===== src/rtl/seq_divider_16bit_pkg.sv =====
// Shared definitions for the sequential restoring divider.
//   DefaultWidth : default operand / quotient / remainder width
//   StIdle/StCalc/StDone : FSM state encodings
//   cnt_width()  : iteration counter width for a given operand width
package seq_divider_16bit_pkg;

    localparam int unsigned DefaultWidth = 16;

    localparam logic [1:0] StIdle = 2'd0;
    localparam logic [1:0] StCalc = 2'd1;
    localparam logic [1:0] StDone = 2'd2;

    function automatic int unsigned cnt_width(input int unsigned width);
        return $clog2(width) + 1;
    endfunction

    localparam int unsigned CntWidth = cnt_width(DefaultWidth);

endpackage


===== src/rtl/full_adder.sv =====
// One-bit full adder cell.
//   a_i, b_i : addend bits
//   c_i      : carry in
//   sum_o    : sum bit
//   c_o      : carry out
module full_adder (
    input  logic a_i,
    input  logic b_i,
    input  logic c_i,
    output logic sum_o,
    output logic c_o
);

    assign sum_o = a_i ^ b_i ^ c_i;
    assign c_o   = (a_i & b_i) | (c_i & (a_i ^ b_i));

endmodule


===== src/rtl/restoring_sub_stage.sv =====
// Combinational ripple-borrow subtractor: diff = a - b computed as a + ~b + 1.
//   a_i, b_i     : unsigned operands (WIDTH bits)
//   diff_o       : a - b modulo 2**WIDTH
//   no_borrow_o  : high when a >= b (final carry out)
module restoring_sub_stage #(
    parameter int unsigned WIDTH = 17
) (
    input  logic [WIDTH-1:0] a_i,
    input  logic [WIDTH-1:0] b_i,
    output logic [WIDTH-1:0] diff_o,
    output logic             no_borrow_o
);

    logic [WIDTH:0] carry;

    // Carry-in of 1 completes the two's complement of b.
    assign carry[0] = 1'b1;

    for (genvar i = 0; i < WIDTH; i++) begin : g_fa
        full_adder u_fa (
            .a_i   (a_i[i]),
            .b_i   (~b_i[i]),
            .c_i   (carry[i]),
            .sum_o (diff_o[i]),
            .c_o   (carry[i+1])
        );
    end

    assign no_borrow_o = carry[WIDTH];

endmodule


===== src/rtl/seq_divider_16bit.sv =====
// Multi-cycle unsigned restoring divider, one quotient bit per clock.
//   clk, rst              : clock, synchronous active-high reset
//   start                 : request, accepted when not busy (IDLE or DONE)
//   dividend, divisor     : operands, sampled on the accepting edge
//   busy                  : high while iterating
//   done                  : one-cycle pulse when results are valid
//   quotient, remainder   : results, held until the next accepted start
//   div_by_zero           : set with done when the divisor was zero
module seq_divider_16bit
    import seq_divider_16bit_pkg::*;
#(
    parameter int unsigned WIDTH = DefaultWidth
) (
    input  logic             clk,
    input  logic             rst,
    input  logic             start,
    input  logic [WIDTH-1:0] dividend,
    input  logic [WIDTH-1:0] divisor,
    output logic             busy,
    output logic             done,
    output logic [WIDTH-1:0] quotient,
    output logic [WIDTH-1:0] remainder,
    output logic             div_by_zero
);

    localparam int unsigned CntW = cnt_width(WIDTH);

    logic [1:0]       state_q, state_d;
    logic [CntW-1:0]  count_q, count_d;
    logic [WIDTH-1:0] r_q, r_d;
    logic [WIDTH-1:0] q_q, q_d;
    logic [WIDTH-1:0] divisor_q, divisor_d;
    logic [WIDTH-1:0] quotient_q, quotient_d;
    logic [WIDTH-1:0] remainder_q, remainder_d;
    logic             dbz_q, dbz_d;

    logic [WIDTH:0]   r_shift;
    logic [WIDTH-1:0] q_shift;
    logic [WIDTH:0]   diff;
    logic             no_borrow;
    logic             take;
    logic             accept;

    // {R,Q} shifted left by one; the partial remainder is always below the
    // divisor so the shifted value fits in WIDTH+1 bits.
    assign r_shift = {r_q, q_q[WIDTH-1]};
    assign q_shift = {q_q[WIDTH-2:0], 1'b0};

    restoring_sub_stage #(
        .WIDTH (WIDTH + 1)
    ) u_sub (
        .a_i         (r_shift),
        .b_i         ({1'b0, divisor_q}),
        .diff_o      (diff),
        .no_borrow_o (no_borrow)
    );

    // diff[WIDTH] is always 0 when there is no borrow; checking it keeps the
    // dropped bit from ever being silently discarded.
    assign take   = no_borrow & ~diff[WIDTH];
    assign accept = start & (state_q != StCalc);

    always_comb begin
        state_d     = state_q;
        count_d     = count_q;
        r_d         = r_q;
        q_d         = q_q;
        divisor_d   = divisor_q;
        quotient_d  = quotient_q;
        remainder_d = remainder_q;
        dbz_d       = dbz_q;

        if (state_q == StCalc) begin
            r_d     = take ? diff[WIDTH-1:0] : r_shift[WIDTH-1:0];
            q_d     = {q_shift[WIDTH-1:1], take};
            count_d = count_q + CntW'(1);
            if (count_q == CntW'(WIDTH - 1)) begin
                state_d     = StDone;
                quotient_d  = q_d;
                remainder_d = r_d;
            end
        end else if (accept) begin
            if (divisor == '0) begin
                state_d     = StDone;
                quotient_d  = '1;
                remainder_d = dividend;
                dbz_d       = 1'b1;
            end else begin
                state_d   = StCalc;
                count_d   = '0;
                r_d       = '0;
                q_d       = dividend;
                divisor_d = divisor;
                dbz_d     = 1'b0;
            end
        end else if (state_q == StDone) begin
            state_d = StIdle;
        end
    end

    always_ff @(posedge clk) begin
        if (rst) begin
            state_q     <= StIdle;
            count_q     <= '0;
            r_q         <= '0;
            q_q         <= '0;
            divisor_q   <= '0;
            quotient_q  <= '0;
            remainder_q <= '0;
            dbz_q       <= 1'b0;
        end else begin
            state_q     <= state_d;
            count_q     <= count_d;
            r_q         <= r_d;
            q_q         <= q_d;
            divisor_q   <= divisor_d;
            quotient_q  <= quotient_d;
            remainder_q <= remainder_d;
            dbz_q       <= dbz_d;
        end
    end

    assign busy        = (state_q == StCalc);
    assign done        = (state_q == StDone);
    assign quotient    = quotient_q;
    assign remainder   = remainder_q;
    assign div_by_zero = dbz_q;

endmodule


===== config.mk =====
export PLATFORM = sky130hd
export DESIGN_NAME = seq_divider_16bit
export DESIGN_NICKNAME = d
export VERILOG_FILES = /design/src/rtl/seq_divider_16bit_pkg.sv /design/src/rtl/full_adder.sv /design/src/rtl/restoring_sub_stage.sv /design/src/rtl/seq_divider_16bit.sv
export SDC_FILE = /design/constraint.sdc
export NUM_CORES = 1
export LEC_CHECK = 0
export ABC_CLOCK_PERIOD_IN_PS = 13300
export CORE_AREA = 2 2 88 90
export CTS_BUF_LIST = sky130_fd_sc_hd__clkbuf_4 sky130_fd_sc_hd__clkbuf_8
export DETAILED_ROUTE_END_ITERATION = 16
export DIE_AREA = 0 0 90 92
export GPL_TIMING_DRIVEN = 0
export MAX_ROUTING_LAYER = met4
export PLACE_DENSITY = 0.83
export SKIP_LAST_GASP = 1
export SLEW_MARGIN = 15
export SYNTH_ARGS = -nofsm -noshare
export SYNTH_HDL_FRONTEND = slang
export SYNTH_SLANG_ARGS = --single-unit

===== constraint.sdc =====
create_clock -name clk -period 13.3 [get_ports clk]
set_input_delay 3.325 -clock clk [delete_from_list [all_inputs] [get_ports clk]]
set_output_delay 3.325 -clock clk [all_outputs]
set_load 0.005 [all_outputs]

; Yosys cells after proc, flatten, opt, wreduce, memory -nomap -nowiden
; Index checks and enable logic that the tools add are counted.
[word_totals]
reg_bits = 88
ramBits = 0
mem_bits_ro = 0
latch_bits = 0
mem_count = 0
[op_classes]
shift = 0
reduce_logical = 9
n_mul = 0
muxes = 24
n_addsub = 1
n_eq_ne = 6
bitwise = 104
n_lt_le_gt_ge = 0
div = 0
[op_table]
columns = cell, n
row1 = $mux 16, 15
row2 = $and 1x1->1, 34
row3 = $xor 1x1->1, 32
row4 = $not 1->1, 21
row5 = $or 1x1->1, 17
row6 = $logic_not 16->1, 1
row7 = $mux 5, 3
row8 = $mux 2, 5
row9 = $reduce_and 2->1, 3
row10 = $reduce_and 3->1, 2
row11 = $add 5x1->5 const B, 1
row12 = $eq 5x4->1 const B, 1
row13 = $ne 2x1->1 const B, 2
row14 = $reduce_bool 2->1, 2
row15 = $reduce_bool 3->1, 1
row16 = $eq 2x1->1 const B, 1
row17 = $eq 2x2->1 const B, 1
row18 = $ne 2x2->1 const B, 1
row19 = $mux 1, 1

; Logic depth before layout (Yosys ltp)
[depth]
word_depth = 39
depth_mapped = 27
depth_no_buf = 26

; Hierarchy
; A second synthesis with hierarchy kept.
[hier_totals]
cells_unflattened = 432
area_unflattened_um2 = 4448.0
[modules_own_cells]
columns = mod, seq_area_each_um2, area_per_inst_um2, instances, cells_each
row1 = seq_divider_16bit, 1761.7, 4040.1, 1, 397
row2 = full_adder, 0.0, 20.0, 17, 1
row3 = restoring_sub_stage, 0.0, 67.6, 1, 18

; Worst setup path after synthesis
; No wires, ideal clock.
[synth_timing]
kind = reg2reg
from = reg q_q[15]
to = reg remainder_q[12], in the netlist remainder[12]
path_buffers = 1
arrival_ns = 7.620
required_time_ns = 13.228
stages_incl_launch_ff = 28
setup_slack_ns = 5.608
cell_sequence = dfxtp_1 -> inv_1 -> ha_1 -> inv_1 -> fa_1 -> fa_1 -> fa_1 -> fa_1 -> fa_1 -> inv_1 -> fa_1 -> inv_1 -> fa_1 -> fa_1 -> fa_1 -> fa_1 -> fa_1 -> fa_1 -> fa_1 -> inv_1 -> fa_1 -> inv_1 -> fa_1 -> xor2_1 -> buf_2 -> mux2i_1 -> a211o_1 -> mux2i_1
[synth_between]
elab_chain_cells = 38
[synth_rtl]
columns = element, line
row1 = start: declaration, seq_divider_16bit.sv:31  ; logic [WIDTH-1:0] q_q, q_d;
row2 = start signal: assignment, seq_divider_16bit.sv:115  ; q_q <= q_d;
row3 = $and 1x1->1 / $xor 1x1->1 (equally long branches), full_adder.sv:15  ; assign c_o = (a_i & b_i) | (c_i & (a_i ^ b_i));
row4 = $or 1x1->1 (*), full_adder.sv:15
row5 = $and 1x1->1 (*), full_adder.sv:15
row6 = $or 1x1->1 (*), full_adder.sv:15
row7 = $and 1x1->1 (*), full_adder.sv:15
row8 = $or 1x1->1 (*), full_adder.sv:15
row9 = $and 1x1->1 (*), full_adder.sv:15
row10 = $or 1x1->1 (*), full_adder.sv:15
row11 = [22 not listed], -
row12 = $and 1x1->1, full_adder.sv:15
row13 = $or 1x1->1, full_adder.sv:15
row14 = $and 1x1->1 / $xor 1x1->1 (equally long branches), "full_adder.sv:15, full_adder.sv:14"
row15 = $or 1x1->1 / $not 1->1 (equally long branches), "full_adder.sv:15, seq_divider_16bit.sv:60"
row16 = $and 1x1->1, seq_divider_16bit.sv:60  ; assign take = no_borrow & ~diff[WIDTH];
row17 = $mux 16 (*), seq_divider_16bit.sv:74  ; r_d = take ? diff[WIDTH-1:0] : r_shift[WIDTH-1:0];
row18 = $mux 16 (*), seq_divider_16bit.sv:77  ; if (count_q == CntW'(WIDTH - 1)) begin
row19 = $mux 16 (*), seq_divider_16bit.sv:73  ; if (state_q == StCalc) begin
row20 = end signal: assignment, seq_divider_16bit.sv:118  ; remainder_q <= remainder_d;
row21 = end: declaration, seq_divider_16bit.sv:34  ; logic [WIDTH-1:0] remainder_q, remainder_d;
; Mark *: on every way between the ends. The rest lies on a longest branch, timed or not. The select of a mux whose other input is x is not followed.
; A chain may end at the register's enable or synchronous reset.

; Final worst setup path
; Same ends and word-level chain as after synthesis.

==> metrics.txt <==
worst-skew pair later-pin latency=0.37 ns; Switch Pwr=around 0.19 mW; pin count of the biggest net entering global routing=16; number of setup buffers added after CTS=0; IR drop worst, VDD=0.0709 mV; final setup skew=0.00733 ns; Hold Slack=0.448 ns; highest net fanout along the worst path=10; first-pass GRT wire length=about 17000 um; Setup-failing EPs final=0; Port Buffer Count=69; vias in the first global route=3642; placed wire-length estimate=8350 um; top_reg_cell synth=dfxtp_1; Switching Fraction=0.313; Die Area=0.00828 mm^2; Post-Syn Instances=454; f_max=0.120 GHz; slew margin rel.=0.582; Core ar.=~0.0074 mm^2; initial antenna violation count=0; TNS Setup=0 ns; ANT nets after route=0; CTS Buf Count=9; CTS clock-pin slew for the worst setup and hold paths=0.09 ns; nets@finish=589; Die X-Extent=90 um; Max Transition Viols Final=0; EDFF count, synth=0; TritonRoute pass-1 iters=5; XOR/XNOR share of the synthesized area=0.00414; WP data arrival=8.60 ns; sequential element share of the synthesized area=0.417; Clock Power Share=0.293; worst slew pin tran=0.627 ns; Congestion Overflow GR=0; Lkg Pwr=2.00 nW; Clock Path Buffers=2; simple-gate share of the synthesized area=0.136; Synth Area in Adders=0.0858; Starting Density=0.568; Die Y=92 um; Async S/R FF share, synth=0; post-CTS sizing=0; Multi-input gate area=0.00210 mm^2; H-tree depth=3; drt wl/cell=17.0 um; final hold vios=0; share of post-route cells with drive strength above 1=0.0742; num ports=70; Tightest Hold Check Type=reg -> reg; row count=32; main combinational cell family by area after synthesis=compound AO/OA/AOI/OAI gates; status=finished, final reports clean; Tot GR Track Use=0.273; P&R area growth vs syn=23.9%; register area=0.00176 mm^2; Post-Syn Area=0.00423 mm^2; Placed Instances=roughly 630; power share of the combinational group=0.232; internal power=0.414 mW; Post-CTS Hold Buffers=0; Post-Layout Cell Count=641; post-layout minimum cycle time=8.37 ns; critical path endpoint category=register; Final Total Pwr=0.603 mW; mean area per synthesized cell=9.31 um^2; PnR worst setup slack=4.93 ns; Startpoint Class=register; pre-CTS setup slack=4.98 ns; CTS tree=done; compound-cell area share of the yosys netlist=0.164; most frequent cells in the layout=dfxtp_1 (88), clkdlybuf4s50_1 (69), inv_1 (51); # diodes=0; commonest non-fill, non-tap cell in the layout=dfxtp_1; GPL Wtd Cong=0.954; Pwr Density=115 mW/mm^2; Sequential Power Share=0.475; count of cell types in the netlist=44; Synth Register Bits=88; post-DR vias/cell=5.88; drt drc=0; fill count=610; RSZ-0062 raised after global routing=no; data required time of the worst path=13.54 ns; Initial DRC Count=272; Routed WL=10900 um; YS warnings=0; Max-Cap Viols=0; total number of vias=3766; syn nets=approximately 510; mux cell area share after synthesis=0.106; clk root buf=clkbuf_8; Crit Path Class=reg -> reg; fin crit share=0.629; Clock Sinks=88
-- cells in the mapped netlist, types with 2 or more instances --
master | n | area (um^2)
ha_1 | 5 | 62.6
o21ai_0 | 8 | 40.0
clkbuf_1 | 22 | 82.6
nor3_1 | 7 | 35.0
nor2_1 | 36 | 135
a21oi_1 | 18 | 90.1
o32ai_1 | 10 | 87.6
fa_1 | 15 | 300
mux2i_1 | 37 | 370
dfxtp_1 | 88 | 1760
a211o_1 | 9 | 78.8
a311oi_1 | 6 | 52.6
nand2_1 | 34 | 128
mux2_2 | 7 | 78.8
a211oi_1 | 17 | 128
inv_1 | 51 | 191
or4_4 | 2 | 22.5
nor2b_1 | 9 | 56.3
a31oi_1 | 16 | 100
buf_4 | 4 | 30.0
o221ai_1 | 2 | 17.5
nand3_1 | 21 | 105
buf_6 | 3 | 33.8
or4_1 | 2 | 15.0
nand2b_1 | 3 | 18.8
or3_1 | 3 | 18.8
buf_1 | 2 | 7.51
-- final timing paths --
check	to	slack, ns	start	cells after the start
max reg2reg	remainder[12]	4.93	q_q[15]	27
min	quotient[11]	0.45	quotient[11]	2
min reg2reg	quotient[11]	0.45	quotient[11]	2
max	remainder[12]	4.93	q_q[15]	27
-- state kept, by name, indices dropped and copies added, names as in the netlist --
| name | cells |
|---|---|
| count_q | 5 |
| div_by_zero | 1 |
| divisor_q | 16 |
| q_q | 16 |
| quotient | 16 |
| r_q | 16 |
| remainder | 16 |
| state_q | 2 |
-- power groups by stage --
stage	Sequential (mW)	Clock, mW	Combinational [mW]
5_1_grt	0.288	0.189	0.154
2_1_floorplan	0.289	0	0.0945
3_3_place_gp	0.291	0	0.133
6_report	0.287	0.177	0.140
4_1_cts	0.286	0.177	0.139
3_5_place_dp	0.292	0	0.137
-- critical path, cell delays in order, from the launching register on --
cell	delay, ns
dfxtp_1	0.35
inv_1	0.07
ha_1	0.14
inv_1	0.05
fa_1	0.41
fa_1	0.42
fa_1	0.42
fa_1	0.42
fa_1	0.39
inv_1	0.09
fa_1	0.17
inv_1	0.05
fa_1	0.41
fa_1	0.43
fa_1	0.42
fa_1	0.43
fa_1	0.43
fa_1	0.47
fa_1	0.41
inv_1	0.11
fa_1	0.18
inv_1	0.05
fa_1	0.43
xor2_1	0.49
buf_2	0.40
mux2i_1	0.35
a211o_1	0.17
mux2i_1	0.06
-- routing by layer --
layer  vias to the layer above  wire length, um  GRT usage
met5                         -                0          -
met4                         0              359      0.113
met3                        35              842     0.0616
met2                       192             5290      0.456
met1                      1798             4380      0.321
li1                       1741                -          -
-- through the flow --
stage	cell area, um^2	utilization
finish	5240	0.703
global route	5240	0.703
CTS	5240	0.703
detailed placement	5050	0.678
global placement	5050	0.678
floorplan	4230	-
-- final cells by class --
class / instances / area share
multi-input combinational: 282 / 0.401
timing repair buffer: 69 / 0.132
clock buffer: 11 / 0.0289
sequential: 88 / 0.336
tap: 102 / 0.0244
clock inverter: 5 / 0.00764
buffer: 33 / 0.0332
inverter: 51 / 0.0366
-- cell families after synthesis --
family / after synthesis
compound gates: 94
xor+xnor: 2
fa+ha+maj: 20
buf+inv: 84
flops: 88
mux: 44
simple gates: 122
(Power assumes the default switching activity.)
